--- src/rtl/bcd_stopwatch_ctrl_if.sv ---
// Signal bundle between the stopwatch controller and its surroundings:
// raw buttons and counter value in, counter control and display/status out.
`timescale 1ns/1ps
interface bcd_stopwatch_ctrl_if #(
    parameter int DW = 16
);
    logic          btn_ss;
    logic          btn_lr;
    logic [DW-1:0] count_in;
    logic          cnt_tick;
    logic          cnt_clr;
    logic [DW-1:0] disp_bcd;
    logic          running;
    logic          lap_hold;
    logic          overflow;

    modport master (
        input  btn_ss, btn_lr, count_in,
        output cnt_tick, cnt_clr, disp_bcd, running, lap_hold, overflow
    );

    modport slave (
        output btn_ss, btn_lr, count_in,
        input  cnt_tick, cnt_clr, disp_bcd, running, lap_hold, overflow
    );
endinterface

--- src/rtl/bcd_stopwatch_ctrl.sv ---
// Stopwatch controller: debounced start/stop and lap/reset buttons drive a
// RUN/PAUSE/LAP/DONE FSM that ticks and clears an external 4-digit BCD counter.
`timescale 1ns/1ps
module bcd_stopwatch_ctrl #(
    parameter int DIV = 50000,
    parameter int DEB = 16,
    parameter int DW  = 16
) (
    input  logic                 mclk,
    input  logic                 reset,
    bcd_stopwatch_ctrl_if.master bus
);
    localparam int            PW   = (DIV > 1) ? $clog2(DIV) : 1;
    localparam int            CW   = (DEB > 1) ? $clog2(DEB) : 1;
    localparam logic [DW-1:0] FULL = DW'(16'h9999);

    typedef enum logic [2:0] {
        S_IDLE  = 3'd0,
        S_RUN   = 3'd1,
        S_LAP   = 3'd2,
        S_PAUSE = 3'd3,
        S_DONE  = 3'd4
    } state_t;

    typedef struct packed {
        logic running;
        logic lap_hold;
        logic overflow;
    } status_t;

    function automatic status_t decode(input state_t s);
        status_t d;
        d.running  = (s == S_RUN) || (s == S_LAP);
        d.lap_hold = (s == S_LAP);
        d.overflow = (s == S_DONE);
        return d;
    endfunction

    // Button path: index 0 is start/stop, index 1 is lap/reset.
    logic [1:0]    raw;
    logic [1:0]    sync1;
    logic [1:0]    sync2;
    logic [1:0]    level;
    logic [1:0]    press;
    logic [CW-1:0] deb_cnt [2];

    assign raw = {bus.btn_lr, bus.btn_ss};

    // NOTE: every clocked block uses non-blocking assignments so all registers
    // update from the same pre-edge values regardless of statement order.
    always_ff @(posedge mclk or posedge reset) begin
        if (reset) begin
            sync1 <= '0;
            sync2 <= '0;
            level <= '0;
            press <= '0;
            for (int b = 0; b < 2; b++) deb_cnt[b] <= '0;
        end else begin
            sync1 <= raw;
            sync2 <= sync1;
            for (int b = 0; b < 2; b++) begin
                press[b] <= 1'b0;
                if (sync2[b] == level[b]) begin
                    deb_cnt[b] <= '0;
                end else if (deb_cnt[b] == CW'(DEB - 1)) begin
                    // DEB-th consecutive differing sample: accept, pulse only on a press
                    deb_cnt[b] <= '0;
                    level[b]   <= sync2[b];
                    press[b]   <= sync2[b];
                end else begin
                    deb_cnt[b] <= deb_cnt[b] + 1'b1;
                end
            end
        end
    end

    state_t        state;
    status_t       status;
    logic [PW-1:0] pre;
    logic [DW-1:0] lap_reg;
    logic [DW-1:0] disp_q;
    logic          tick_q;
    logic          clr_q;
    logic          ss_ev;
    logic          lr_ev;
    logic          active;
    logic          term;
    logic          full;

    // A simultaneous start/stop press takes priority and swallows lap/reset.
    assign ss_ev  = press[0];
    assign lr_ev  = press[1] & ~press[0];
    assign active = (state == S_RUN) || (state == S_LAP);
    assign term   = active && (pre == PW'(DIV - 1));
    assign full   = (bus.count_in == FULL);

    always_ff @(posedge mclk or posedge reset) begin
        if (reset) begin
            state   <= S_IDLE;
            status  <= '0;
            pre     <= '0;
            lap_reg <= '0;
            disp_q  <= '0;
            tick_q  <= 1'b0;
            clr_q   <= 1'b0;
        end else begin
            // The tick follows T even when a press changes state in the same cycle.
            tick_q <= term & ~full;
            clr_q  <= 1'b0;
            disp_q <= (state == S_LAP) ? lap_reg : bus.count_in;
            if (active) pre <= term ? '0 : pre + 1'b1;

            case (state)
                S_IDLE: begin
                    if (ss_ev) begin
                        state  <= S_RUN;
                        status <= decode(S_RUN);
                    end else if (lr_ev) begin
                        clr_q <= 1'b1;
                        pre   <= '0;
                    end
                end
                S_RUN: begin
                    if (ss_ev) begin
                        state  <= S_PAUSE;
                        status <= decode(S_PAUSE);
                    end else if (lr_ev) begin
                        state   <= S_LAP;
                        status  <= decode(S_LAP);
                        lap_reg <= bus.count_in;
                    end else if (term && full) begin
                        state  <= S_DONE;
                        status <= decode(S_DONE);
                    end
                end
                S_LAP: begin
                    if (ss_ev) begin
                        state  <= S_PAUSE;
                        status <= decode(S_PAUSE);
                    end else if (lr_ev) begin
                        state  <= S_RUN;
                        status <= decode(S_RUN);
                    end else if (term && full) begin
                        state  <= S_DONE;
                        status <= decode(S_DONE);
                    end
                end
                S_PAUSE: begin
                    if (ss_ev) begin
                        state  <= S_RUN;
                        status <= decode(S_RUN);
                    end else if (lr_ev) begin
                        state  <= S_IDLE;
                        status <= decode(S_IDLE);
                        clr_q  <= 1'b1;
                        pre    <= '0;
                    end
                end
                S_DONE: begin
                    if (lr_ev) begin
                        state  <= S_IDLE;
                        status <= decode(S_IDLE);
                        clr_q  <= 1'b1;
                        pre    <= '0;
                    end
                end
                default: begin
                    state  <= S_IDLE;
                    status <= decode(S_IDLE);
                end
            endcase
        end
    end

    assign bus.cnt_tick = tick_q;
    assign bus.cnt_clr  = clr_q;
    assign bus.disp_bcd = disp_q;
    assign bus.running  = status.running;
    assign bus.lap_hold = status.lap_hold;
    assign bus.overflow = status.overflow;
endmodule

--- src/flat_wrapper.sv ---
// flat-port wrapper written by rule: the top's interface ports become plain ports
module bcd_stopwatch_ctrl_flat 
#(
    parameter int DIV = 50000,
    parameter int DEB = 16,
    parameter int DW  = 16
)
  (mclk, reset, bus_btn_ss, bus_btn_lr, bus_count_in, bus_cnt_tick, bus_cnt_clr, bus_disp_bcd, bus_running, bus_lap_hold, bus_overflow);
  bcd_stopwatch_ctrl_if #(.DW(DW)) bus_i ();
  input  logic mclk;
  input  logic reset;
  input wire logic [$bits(bus_i.btn_ss)-1:0] bus_btn_ss;
  input wire logic [$bits(bus_i.btn_lr)-1:0] bus_btn_lr;
  input wire logic [$bits(bus_i.count_in)-1:0] bus_count_in;
  output wire logic [$bits(bus_i.cnt_tick)-1:0] bus_cnt_tick;
  output wire logic [$bits(bus_i.cnt_clr)-1:0] bus_cnt_clr;
  output wire logic [$bits(bus_i.disp_bcd)-1:0] bus_disp_bcd;
  output wire logic [$bits(bus_i.running)-1:0] bus_running;
  output wire logic [$bits(bus_i.lap_hold)-1:0] bus_lap_hold;
  output wire logic [$bits(bus_i.overflow)-1:0] bus_overflow;
  assign bus_i.btn_ss = bus_btn_ss;
  assign bus_i.btn_lr = bus_btn_lr;
  assign bus_i.count_in = bus_count_in;
  assign bus_cnt_tick = bus_i.cnt_tick;
  assign bus_cnt_clr = bus_i.cnt_clr;
  assign bus_disp_bcd = bus_i.disp_bcd;
  assign bus_running = bus_i.running;
  assign bus_lap_hold = bus_i.lap_hold;
  assign bus_overflow = bus_i.overflow;
  bcd_stopwatch_ctrl #(.DIV(DIV), .DEB(DEB), .DW(DW)) u_core (.mclk(mclk), .reset(reset), .bus(bus_i));
endmodule
--- config.mk ---
export PLATFORM = sky130hd
export DESIGN_NAME = bcd_stopwatch_ctrl_flat
export DESIGN_NICKNAME = d
export VERILOG_FILES = /design/src/rtl/bcd_stopwatch_ctrl_if.sv /design/src/rtl/bcd_stopwatch_ctrl.sv /design/src/flat_wrapper.sv
export SDC_FILE = /design/constraint.sdc
export NUM_CORES = 1
export LEC_CHECK = 0
export CAP_MARGIN = 10
export CORE_ASPECT_RATIO = 1.5
export CORE_MARGIN = 1.5
export CORE_UTILIZATION = 25
export DETAILED_ROUTE_END_ITERATION = 12
export PLACE_DENSITY = 0.43
export REMOVE_ABC_BUFFERS = 1
export SETUP_SLACK_MARGIN = 0.02
export SLEW_MARGIN = 25
export SYNTH_ARGS = -nofsm -noshare
export SYNTH_HDL_FRONTEND = slang
export SYNTH_SLANG_ARGS = --single-unit
--- constraint.sdc ---
create_clock -name mclk -period 6 [get_ports mclk]
set_input_delay 0.9 -clock mclk [delete_from_list [all_inputs] [get_ports mclk]]
set_output_delay 0.9 -clock mclk [all_outputs]
set_load 0.005 [all_outputs]
**After elaboration in Yosys (flattened, before gate mapping)**

Cells that the tools add are included.

- Bits in registers: 72
- Bits of input ports: 20
- Logic and storage cells: 79
- Output and inout port bits: 21

- $add $sub $neg: 3
- Bitwise logic cells: 6
- Multiplexer cells: 35
- Reductions and logical operators: 8
- Eq/ne operators: 11

Operator list:

| operator | count |
|---|---|
| $mux W16 | 5 |
| $mux W3 | 16 |
| $eq A16 B16 Y1 const B | 2 |
| $pmux W16 S2 | 1 |
| $pmux W3 S5 | 2 |
| $add A16 B1 Y16 const B | 1 |
| $mux W4 | 4 |
| $add A4 B1 Y4 const B | 2 |
| $eq A4 B4 Y1 const B | 2 |
| $eq A3 B2 Y1 const B | 2 |
| $mux W1 | 6 |
| $not A1 Y1 | 4 |
| $reduce_and A2 Y1 | 2 |
| $eq A3 B1 Y1 const B | 1 |
| $eq A3 B3 Y1 const B | 1 |
| $logic_not A3 Y1 | 1 |
| $reduce_and A3 Y1 | 1 |
| $and A1 B1 Y1 | 2 |
| $eq A1 B1 Y1 | 2 |
| $logic_and A1 B1 Y1 | 2 |
| $ne A2 B1 Y1 const B | 1 |
| $pmux W1 S2 | 1 |
| $reduce_or A2 Y1 | 1 |
| $logic_or A1 B1 Y1 | 1 |

**Logic depth before layout (Yosys ltp)**

Gate-level depths: netlist of run 1.

- Word-level depth: 8
- Depth in mapped cells: 7
- Mapped depth without buffers: 6

**Worst setup path after synthesis of run 1**

OpenSTA, ideal clock, no wires.

- Kind: input port to flip-flop
- Start point: in bus_count_in[14]
- End point: reg u_core.status (netlist bit u_core.bus.running)
- Setup slack: 4.053 ns
- Stages on the path: 5
- Path buffers: 0
- Arrival time: 1.818 ns
- Library setup time: 0.128 ns
- Required time: 5.872 ns
- Cell sequence: nor4b_1 -> nand4_1 -> and4b_1 -> o21ai_0 -> o2bb2ai_1

- Cells in the longest elaborated chain, start to end: 6
- Elaborated cells on any way between the ends: 8
- Classes of those cells: eq/ne: 1; mux: 6; reduce/logical: 1

RTL lines:

| item | line | text |
|---|---|---|
| from (decl) | flat_wrapper.sv:14 | `input wire logic [$bits(bus_i.count_in)-1:0] bus_count_in;` |
| $eq A16 B16 Y1 * | bcd_stopwatch_ctrl.sv:95 | `assign full = (bus.count_in == FULL);` |
| $logic_and A1 B1 Y1 * | bcd_stopwatch_ctrl.sv:131, bcd_stopwatch_ctrl.sv:143 |  |
| $mux W3 * | - |  |
| $mux W3, on equally long branches (2 in a row) | - |  |
| $pmux W3 S5 * | - |  |
| to (signal assigned) | bcd_stopwatch_ctrl.sv:117 | `status <= decode(S_RUN);` |
| to (signal assigned) | bcd_stopwatch_ctrl.sv:126 | `status <= decode(S_PAUSE);` |
| to (signal assigned) | bcd_stopwatch_ctrl.sv:129 | `status <= decode(S_LAP);` |
| to (decl) | bcd_stopwatch_ctrl.sv:78 | `status_t status;` |

Mark *: on every way between the ends. The rest lies on a longest branch, timed or not.
A chain may end at the register's enable or synchronous reset.

**Final worst setup path of run 1**

- Start point: in bus_count_in[4]
- End point: reg u_core.status (netlist bit u_core.bus.running)

Same word-level chain as after synthesis.

==> impl_metrics.yaml, run 1 <==
pwr:
  power.density_nw_per_um2: 258
  p_leak_nw: 1.70
  power.total_mw: 1.04
  irDropWorstVdd_v: 0.000126
cells_and_area:
  final_layout_size_suffix_gt1_share_pct: 19.5
  syn_to_final_growth_pct: 25.9
  fin_cells: 469
  n_antenna_cell: 0
  fin_nets: 332
routing:
  routedWlPerCell_um: 14.4
  postRouteAntennaNets: 0
  remaining_drc_errors: 0
  dr.pass1.iters: 4
  vias_per_cell: 4.54
  vias: 2127
  wirelength_um: 6770
  drtIter0Drc: 79
placement:
  dp_hpwl_um: 4670
  port-buffer-count: 40
  dp.cells: 454
  globalplace.congestion: 0.717
logic_synthesis:
  synthArstFlopShare_pct: 100
  avgSynthCellArea_um2: 12.2
  ys_ff_latch: 72
  synthFlopType: "dfrtp_1"
  syn_inst: 264
  synth_area_um2: 3220
  synth-edff-count: 0
  yosys_warnings: 0
  synth-seq-area-share_pct: 56.0
  ys_types: 46
timing:
  clock.fmax_mhz: 424
  rsz0062_at_grt: "no"
  tightest_slew_ns: 0.790
  max-slew-margin-rel_pct: 46.9
  drv_slew: 0
  hold_viol_final: 0
  tns_ns: 0
  period_share_pct: 39.3
  setup_viol: 0
  whs_ns: 0.352
  min_period_ns: 2.36
  clock_skew_ns: 0.00780
worst_hold_path:
  hp-class: "flop to flop"
setup_path:
  cp_slowest_stage_delay_ns: 0.49
  cp.arrival_ns: 2.56
  cp_num_buf_inv: 1
  crit_path_top_delay_cell: "clkdlybuf4s50_1"
  crit_fanout: 6
  worstPathCellList: "clkdlybuf4s50_1 > nor4bb_1 > nand4_1 > and4b_1 > o21ai_0 > o2bb2ai_1"
  critPathKind: "input port to flop"
  cp-start-kind: "input port"
  cp-end-kind: "flop"
  cp.required_ns: 6.20
  cp_top_family: "simple AND/OR/NAND/NOR gates"
global_route:
  antenna_found_initial: 0
  grt-ovfl-total: 0
  grt_pass1_wl_um: 11600
  grt_max_degree: 73
  grt_pass1_vias: 2321
  grt_usage_pct: 11.2
clock_network:
  postCtsSetupRepairBufs: 0
  cts_buffer_depth: 2
  postCtsResizedCells: 0
  worstSkewPairLatency_ns: 0.33
  cts.sinks: 72
  cts_tree: "built"
  clk_pin_slew_worst_paths_ns: 0.06
  postCtsHoldBufs: 0
  cts_made_buffers: 9
  clockRootBuffer: "clkbuf_16"
  h-tree-depth: 3
floorplanning:
  rows: 50
  dieArea_um2: 13600
  die_w_um: 95.6
  core_area_um2: 12500
  fp.dieH_um: 142
  initial_core_util_pct: 25.7
  pin_count: 41
outcome:
  status: "finished clean"
flow_run:
  drv_cap: 0
-- cells in the mapped netlist (all sizes together), types with 2 or more instances --
| cell type | n | share of area [%] |
|---|---|---|
| a21oi | 11 | 1.7 |
| a31oi | 2 | 0.39 |
| and3 | 2 | 0.39 |
| and4b | 2 | 0.62 |
| buf | 6 | 1.6 |
| clkbuf | 3 | 0.35 |
| dfrtp | 72 | 56 |
| ha | 3 | 1.2 |
| inv | 4 | 0.47 |
| mux2 | 35 | 12 |
| nand2 | 12 | 1.4 |
| nand2b | 3 | 0.66 |
| nand3 | 11 | 1.7 |
| nand3b | 2 | 0.47 |
| nand4 | 5 | 0.97 |
| nand4b | 2 | 0.54 |
| nor2 | 23 | 2.9 |
| nor2b | 7 | 1.4 |
| nor3 | 7 | 1.2 |
| nor3b | 4 | 0.93 |
| nor4 | 2 | 0.86 |
| nor4b | 2 | 0.54 |
| nor4bb | 2 | 0.62 |
| o21ai | 9 | 1.4 |
| o22ai | 2 | 0.39 |
| or3 | 2 | 0.39 |
| xnor2 | 10 | 3.0 |
| xor2 | 9 | 3.0 |
-- final cells by class --
cell class | instances | area (um^2)
inverters | 4 | 15.0
multi-input cells | 179 | 1340
fillers | 1287 | 8460
flip-flops and latches | 72 | 1800
repair buffers | 43 | 427
well taps | 156 | 195
clock buffers | 10 | 239
clock inverters | 5 | 33.8
-- final timing paths --
path,startpoint,end,slack [ns],cells after the start
worst max-delay path,bus_count_in[4],u_core.bus.running,3.64,6
worst max register to register,u_core.state[0],u_core.pre[15],3.81,5
worst min-delay path,u_core.sync1[0],u_core.sync2[0],0.35,0
max in group asynchronous,reset,u_core.pre[3],4.46,3
worst min register to register,u_core.sync1[0],u_core.sync2[0],0.35,0
min in group asynchronous,reset,u_core.pre[2],1.06,3
-- worst reg2reg max path, stage by stage, from the launching register on --
cell and delay (ns):
dfrtp_1 0.74, xnor2_2 0.20, nor3_1 0.68, nand4_1 0.22, xor2_1 0.18, nor2_1 0.05
-- layer usage --
layer / routed length (um) / track usage, % / up-vias
li1: - / - / 1022
met3: 218 / 3.31 / 6
met2: 3540 / 18.7 / 33
met1: 2910 / 13.1 / 1066
met4: 92 / 4.88 / 0
met5: 0 / 0 / -
-- cells by family after synthesis --
family / Yosys count / synth area share (%)
XOR/XNOR: 19 / 5.99
buffers and inverters: 13 / 2.37
multiplexers: 36 / 12.6
AO/OA/AOI/OAI: 31 / 5.68
adder cells (fa/ha/maj): 3 / 1.17
AND/OR/NAND/NOR: 90 / 16.3
flip-flops: 72 / 56.0
-- cell usage in the layout (no fill, tap or decap), drive strengths merged, types with 2 or more instances in the layout --
| master | count |
|---|---|
| nand3b | 2 |
| and4b | 2 |
| a21oi | 11 |
| xor2 | 9 |
| o21ai | 9 |
| nand2 | 12 |
| clkbuf | 10 |
| nand4b | 2 |
| inv | 4 |
| nor3b | 4 |
| and3 | 2 |
| buf | 3 |
| clkdlybuf4s50 | 40 |
| nor4b | 2 |
| nor4 | 2 |
| a31oi | 2 |
| ha | 3 |
| nor2 | 23 |
| clkinvlp | 2 |
| mux2 | 35 |
| clkinv | 3 |
| nor2b | 7 |
| nor4bb | 2 |
| o22ai | 2 |
| or3 | 2 |
| dfrtp | 72 |
| nand3 | 11 |
| nand2b | 3 |
| xnor2 | 10 |
| nand4 | 5 |
| nor3 | 7 |
-- through the flow --
step / utilization, % / instance area, um^2 / setup slack [ns]
floorplan: - / 3160 / 3.28
global placement: 30.2 / 3770 / 3.29
detailed placement: 30.2 / 3770 / 3.23
CTS: 32.4 / 4050 / 3.60
global route: 32.4 / 4050 / 3.46
finish: 32.4 / 4050 / 3.64
-- power breakdown --
part,leakage [nW],total (mW),internal (mW),switching (mW)
clock,0.130,0.487,0.288,0.200
sequential,0.934,0.503,0.497,0.00616
combinational,0.640,0.0538,0.0310,0.0228
Note: power is estimated with default switching activity, not from simulation.
==> run 2: changes to the inputs <==
Settings changed: PLACE_DENSITY 0.43 to 0.45.
Clock period 6 ns to 2 ns, I/O delays scaled along.
==> impl_metrics.yaml, run 2 (synthesized netlist as in run 1, its figures left out) <==
routing:
  wirelength_um: 6940
  routedWlPerCell_um: 14.1
  vias_per_cell: 4.55
  drtIter0Drc: 83
  postRouteAntennaNets: 0
  vias: 2243
  dr.pass1.iters: 4
  remaining_drc_errors: 0
placement:
  port-buffer-count: 40
  dp_hpwl_um: 4890
  placedInstanceArea_um2: 3990
  dp.cells: 477
  globalplace.congestion: 0.715
worst_hold_path:
  hp-class: "flop to flop"
outcome:
  status: "finished clean"
clock_network:
  postCtsHoldBufs: 0
  worstSkewPairLatency_ns: 0.34
  cts_buffer_depth: 2
  cts_tree: "built"
  h-tree-depth: 3
  clk_pin_slew_worst_paths_ns: 0.06
  clockRootBuffer: "clkbuf_16"
  cts.sinks: 72
  cts_made_buffers: 9
  postCtsResizedCells: 0
  postCtsSetupRepairBufs: 0
setup_path:
  crit_fanout: 9
  cp-end-kind: "flop"
  critPathKind: "flop to flop"
  cp.arrival_ns: 2.07
  cp-start-kind: "flop"
  cp.required_ns: 2.26
pwr:
  power.total_mw: 3.54
  p_leak_nw: 1.86
  power.density_nw_per_um2: 815
  irDropWorstVdd_v: 0.000451
timing:
  tightest_slew_ns: 0.550
  max-slew-margin-rel_pct: 63.3
  setup_viol: 0
  rsz0062_at_grt: "yes"
  period_share_pct: 90.8
  clock_skew_ns: 0.00693
  min_period_ns: 1.82
  drv_slew: 0
  hold_viol_final: 0
  clock.fmax_mhz: 551
cells_and_area:
  final_common_cell: "dfrtp_1"
  seq_area_um2: 1800
  fill_cells: 1265
  fin_nets: 355
  final_cell_area_um2: 4340
  multi_input_area_um2: 1350
  final_layout_size_suffix_gt1_share_pct: 25.5
  fin_cells: 493
  n_antenna_cell: 0
  syn_to_final_growth_pct: 34.9
  final_cell_mix: "71 x dfrtp_1, 40 x clkdlybuf4s50_1, 35 x mux2_2"
floorplanning:
  initial_core_util_pct: 25.7
  pin_count: 41
  die_w_um: 95.6
  rows: 50
  core_area_um2: 12500
  fp.dieH_um: 142
  dieArea_um2: 13600
global_route:
  grt_pass1_vias: 2460
  grt_max_degree: 73
  grt_pass1_wl_um: 12100
  antenna_found_initial: 0
  grt_usage_pct: 11.7
  grt-ovfl-total: 0
flow_run:
  drv_cap: 0
==> run 2: cell count changes in the layout (fill, tap and decap cells not counted), sizes merged <==
cell	before	now
bufinv	0	3
clkinv	3	1
clkbuf	10	9
inv	4	5
buf	3	26
==> run 2: metrics by stage <==
step / TNS (ns) / util (%) / hold slack, ns / setup slack [ns]
2_1_floorplan: -10.85 / - / 0.331 / -0.125
3_3_place_gp: -0.208 / 31.9 / 0.334 / -0.0810
3_5_place_dp: -0.615 / 31.9 / 0.336 / -0.156
4_1_cts: 0 / 34.6 / 0.349 / 0.126
5_1_grt: 0 / 34.7 / 0.368 / 0.00376
6_report: 0 / 34.7 / 0.346 / 0.185
==> run 2: final timing paths <==
path	end	cells past startpoint	slack, ns	start
max in group asynchronous	u_core.state[1]	3	1.31	reset
worst max register to register	u_core.state[0]	5	0.18	u_core.state[0]
min in group asynchronous	u_core.sync1[1]	3	0.36	reset
worst max-delay path	u_core.state[0]	5	0.18	u_core.state[0]
worst min register to register	u_core.sync2[1]	0	0.35	u_core.sync1[1]
worst min-delay path	u_core.sync2[1]	0	0.35	u_core.sync1[1]
==> run 2: worst max-delay path, cell delays in order (launching register included) <==
cell and delay, ns:
dfrtp_1 0.69, xnor2_4 0.20, nor3_2 0.09, and4b_1 0.26, or3b_1 0.36, a21oi_1 0.14
==> run 2: cell type report <==
class / instances / area share, %
Timing Repair Buffer: 66 / 14.6
Inverter: 4 / 0.346
Multi-Input combinational cell: 179 / 31.1
Clock buffer: 9 / 5.19
Sequential cell: 72 / 41.5
Clock inverter: 7 / 2.74
Tap cell: 156 / 4.50
==> run 2: metal layers <==
layer  up-vias  part of all wire [%]  track usage [%]
li1       1072                     -                -
met1      1124                    41             14.0
met2        34                    53             19.3
met3        13                   3.4             3.58
met4         0                   2.1             4.88
met5         -                     0                0
==> run 2: where the power goes <==
part | switching (mW) | internal, mW | total (mW)
logic | 0.0716 | 0.109 | 0.180
clock network | 0.633 | 1.22 | 1.85
registers | 0.0184 | 1.49 | 1.51
==> edit 1, RTL diff (settings of run 2) <==
`DEB` is set to 16 in 2 places; all go to 32.
--- a/src/rtl/bcd_stopwatch_ctrl.sv
+++ b/src/rtl/bcd_stopwatch_ctrl.sv
@@ -4,5 +4,5 @@
 module bcd_stopwatch_ctrl #(
     parameter int DIV = 50000,
-    parameter int DEB = 16,
+    parameter int DEB = 32,
     parameter int DW  = 16
 ) (
--- a/src/flat_wrapper.sv
+++ b/src/flat_wrapper.sv
@@ -3,5 +3,5 @@
 #(
     parameter int DIV = 50000,
-    parameter int DEB = 16,
+    parameter int DEB = 32,
     parameter int DW  = 16
 )
Formal check against the unedited RTL: no difference found for any inputs over 10 cycles, from zero or initial values and one cycle with reset high; that may be too few to reach the edited logic, so the function may still have changed.
==> edit 1 against run 2 <==
Synthesized area is 3.8% higher; wire length rose by 7.1%; count of clock-buffer cells in the layout is 2 higher; fmax decreased by 6.1%; die area increased by 3.7%; sequential cell count up 2; total power shrank 6.5%; worst setup slack got worse by 0.12 ns; design area up 2.2%; sequential share of layout area increased by 0.21 points; global-route usage decreased by 0.27 points; non-clock buffer count rose by 2.
==> edit 1: results <==
status:
  outcome: "finished clean"
synth:
  synth-seq-cells: 74
  synth_top_cells_by_area: "dfrtp_1 55%, mux2_2 11%, nor2_1 2.8%"
  ys_seq_area_frac: 0.5545
  netlist_instances: 274
  yosys-top-cells-count: "74 x dfrtp_1, 34 x mux2_2, 25 x nor2_1, 10 x xnor2_1"
power_and_ir_drop:
  pwr_density_cell_nw_per_um2: 746.0
  p_comb_frac: 0.048
  leakage_uw: 0.001988
  max-vdd-ir-drop_mv: 0.3981
  intPower_uw: 2594
layout:
  nFillCells: 1344
  final_nets: 367
  layoutNonFillerInstCount: 506
sta:
  holdWs_ns: 0.1931
  fmax_mhz: 517.2
  tightestPinTransition_ns: 0.3715
  skew_ns: 0.008043
drt:
  dr_wl_met2_mm: 3.753
  drt_iter0_drc: 109
  vias_per_cell: 4.674
  wl_met1_mm: 3.144
  routed_wl_mm: 7.436
  route.met3.wl_um: 340
worst_setup_path:
  slowest_delay_ns: 0.54
  crit_path_max_fanout: 12
  slowest_stage: "or4b_4"
  endpoint: "u_core.pre[6]"
  startpoint: "u_core.pre[13]"
  crit_buf_inv: 1
placement:
  dp.cells: 490
  place_area_sq_um: 4130
  dp_slack_ns: -0.2455
  hpwlAfterDp_mm: 5.335
  globalplace.congestion: 0.7398
global_routing:
  grt_pass1_wl_mm: 12.52
  grtUsageMet3: 0.03432
  grtUsageMet1: 0.1304
  grt_pass1_vias: 2442
  grtUsageMet2: 0.1941
  grt_usage: 0.1147
hold_path:
  hp-class: "in2async"
edit 1: cell types whose count changed after synthesis, sizes merged, moves of 4 or more:
cell          run 2  this run
a31o              1         5
and3              2         6
nand2            12         6
nand3            11         7
nor2b             7         0
o21ai             9         4
edit 1: layout make-up:
type	instances	area, sq um	share of cell area
Timing Repair Buffer	68	648.1	0.1461
Clock buffer	11	232.7	0.05245
Clock inverter	5	63.81	0.01438
Inverter	7	26.28	0.005922
Multi-Input combinational cell	182	1415	0.3190
Tap cell	159	198.9	0.04484
Sequential cell	74	1852	0.4174
edit 1: kinds of logic after synthesis:
| family | share of synthesized area |
|---|---|
| AND/OR/NAND/NOR | 0.1738 |
| flip-flops | 0.5545 |
| multiplexers | 0.1236 |
| AO/OA/AOI/OAI | 0.05995 |
| buffers and inverters | 0.02473 |
| XOR/XNOR | 0.04459 |
| adder cells (fa/ha/maj) | 0.01873 |
==> edit 2, RTL diff (flow settings as in run 2) <==
Made on the original files. Reset style: synchronous (`reset`), changed in 2 clocked blocks.
--- a/src/rtl/bcd_stopwatch_ctrl.sv
+++ b/src/rtl/bcd_stopwatch_ctrl.sv
@@ -49,5 +49,5 @@
     // NOTE: every clocked block uses non-blocking assignments so all registers
     // update from the same pre-edge values regardless of statement order.
-    always_ff @(posedge mclk or posedge reset) begin
+    always_ff @(posedge mclk) begin
         if (reset) begin
             sync1 <= '0;
@@ -95,5 +95,5 @@
     assign full   = (bus.count_in == FULL);
 
-    always_ff @(posedge mclk or posedge reset) begin
+    always_ff @(posedge mclk) begin
         if (reset) begin
             state   <= S_IDLE;
Check against the original RTL: differs if reset is asserted again (counterexample within 4 cycles, from zero or initial values and one cycle with reset high); with reset held inactive, the same outputs for 10 cycles.
==> edit 2 against run 2 <==
The run now ends with setup timing left; worst setup slack worse by 0.19 ns; total power decreased by 10%; first-iteration DRC count rose by 94%; sequential share of layout area fell by 5.2 points; sequential power barely moved; design area is 3.5% lower; synthesized area is 4.9% lower; sequential cell count is the same; count of clock-buffer cells in the layout grew 6; wire length rose by 6.7%; critical path type unchanged; critical endpoint is now u_core.state[2]; largest cell class unchanged.
==> edit 2: results <==
hold_path:
  hold_depth: 2
  hp-class: "in2reg"
  hold_path_end: "u_core.level[0]"
placement:
  globalplace.congestion: 0.7352
  place_area_sq_um: 3913
  dp_slack_ns: -0.1496
global_routing:
  grt_usage: 0.1269
  grt_pass1_wl_mm: 12.83
  grt_max_degree: 27
drt:
  vias_per_cell: 4.584
  route.met3.wl_um: 253
  num_vias: 2700
  drt_iter0_drc: 161
  dr_wl_met2_mm: 3.864
  wl_met1_mm: 3.129
power_and_ir_drop:
  leakage_uw: 0.001558
  max-vdd-ir-drop_mv: 0.3802
worst_setup_path:
  slowest_stage: "or4b_4"
  r2r-start: "u_core.pre[11]"
  worstRegToRegCells: 4
  endpoint: "u_core.state[2]"
  crit_path_max_fanout: 3
  startpoint: "u_core.pre[11]"
synth:
  ys_seq_area_frac: 0.4973
  synth_top_cells_by_area: "dfxtp_1 42%, nand2_1 9.3%, edfxtp_1 7.9%"
  syn_avg_cell_area_sq_um: 8.666
status:
  violations: "setup timing"
  outcome: "finished with violations"
sta:
  finalWorstSetupSlack_ns: -0.0005216
  setup_viol: 1
  skew_ns: 0.004107
layout:
  multi_input_area_sq_um: 1480
  inv_count: 5
cts:
  cts_resized: 1
-- edit 2: cell count changes in the layout (fill, tap and decap cells not counted), sizes merged, moves of 4 or more --
cell	delta
a21oi	+33
and3	+5
buf	+14
clkbuf	+6
conb	+8
dfrtp	-72
dfxtp	+64
edfxtp	+8
mux2	-35
nand2	+64
o31ai	+4
or4	+6
-- edit 2: per-stage QoR --
step	util	power (uW)	TNS [ns]
2_1_floorplan	-	1581	0
5_1_grt	0.3506	3307	-0.05183
3_3_place_gp	0.3273	1721	-0.6472
3_5_place_dp	0.3273	1721	-0.7125
6_report	0.3506	3177	-0.0005216
4_1_cts	0.3506	3243	0
-- edit 2: cell families (layout without fill, tap and decap cells) --
kind of cell / Yosys count / in the layout / synth area share
compound gates: 64 / 64 / 0.1203
xor+xnor: 19 / 19 / 0.05440
fa+ha+maj: 3 / 3 / 0.01227
buf+inv: 23 / 99 / 0.02904
flops: 72 / 72 / 0.4973
mux: 2 / 2 / 0.006544
other cells: 1 / 8 / 0.001226
simple gates: 169 / 169 / 0.2789
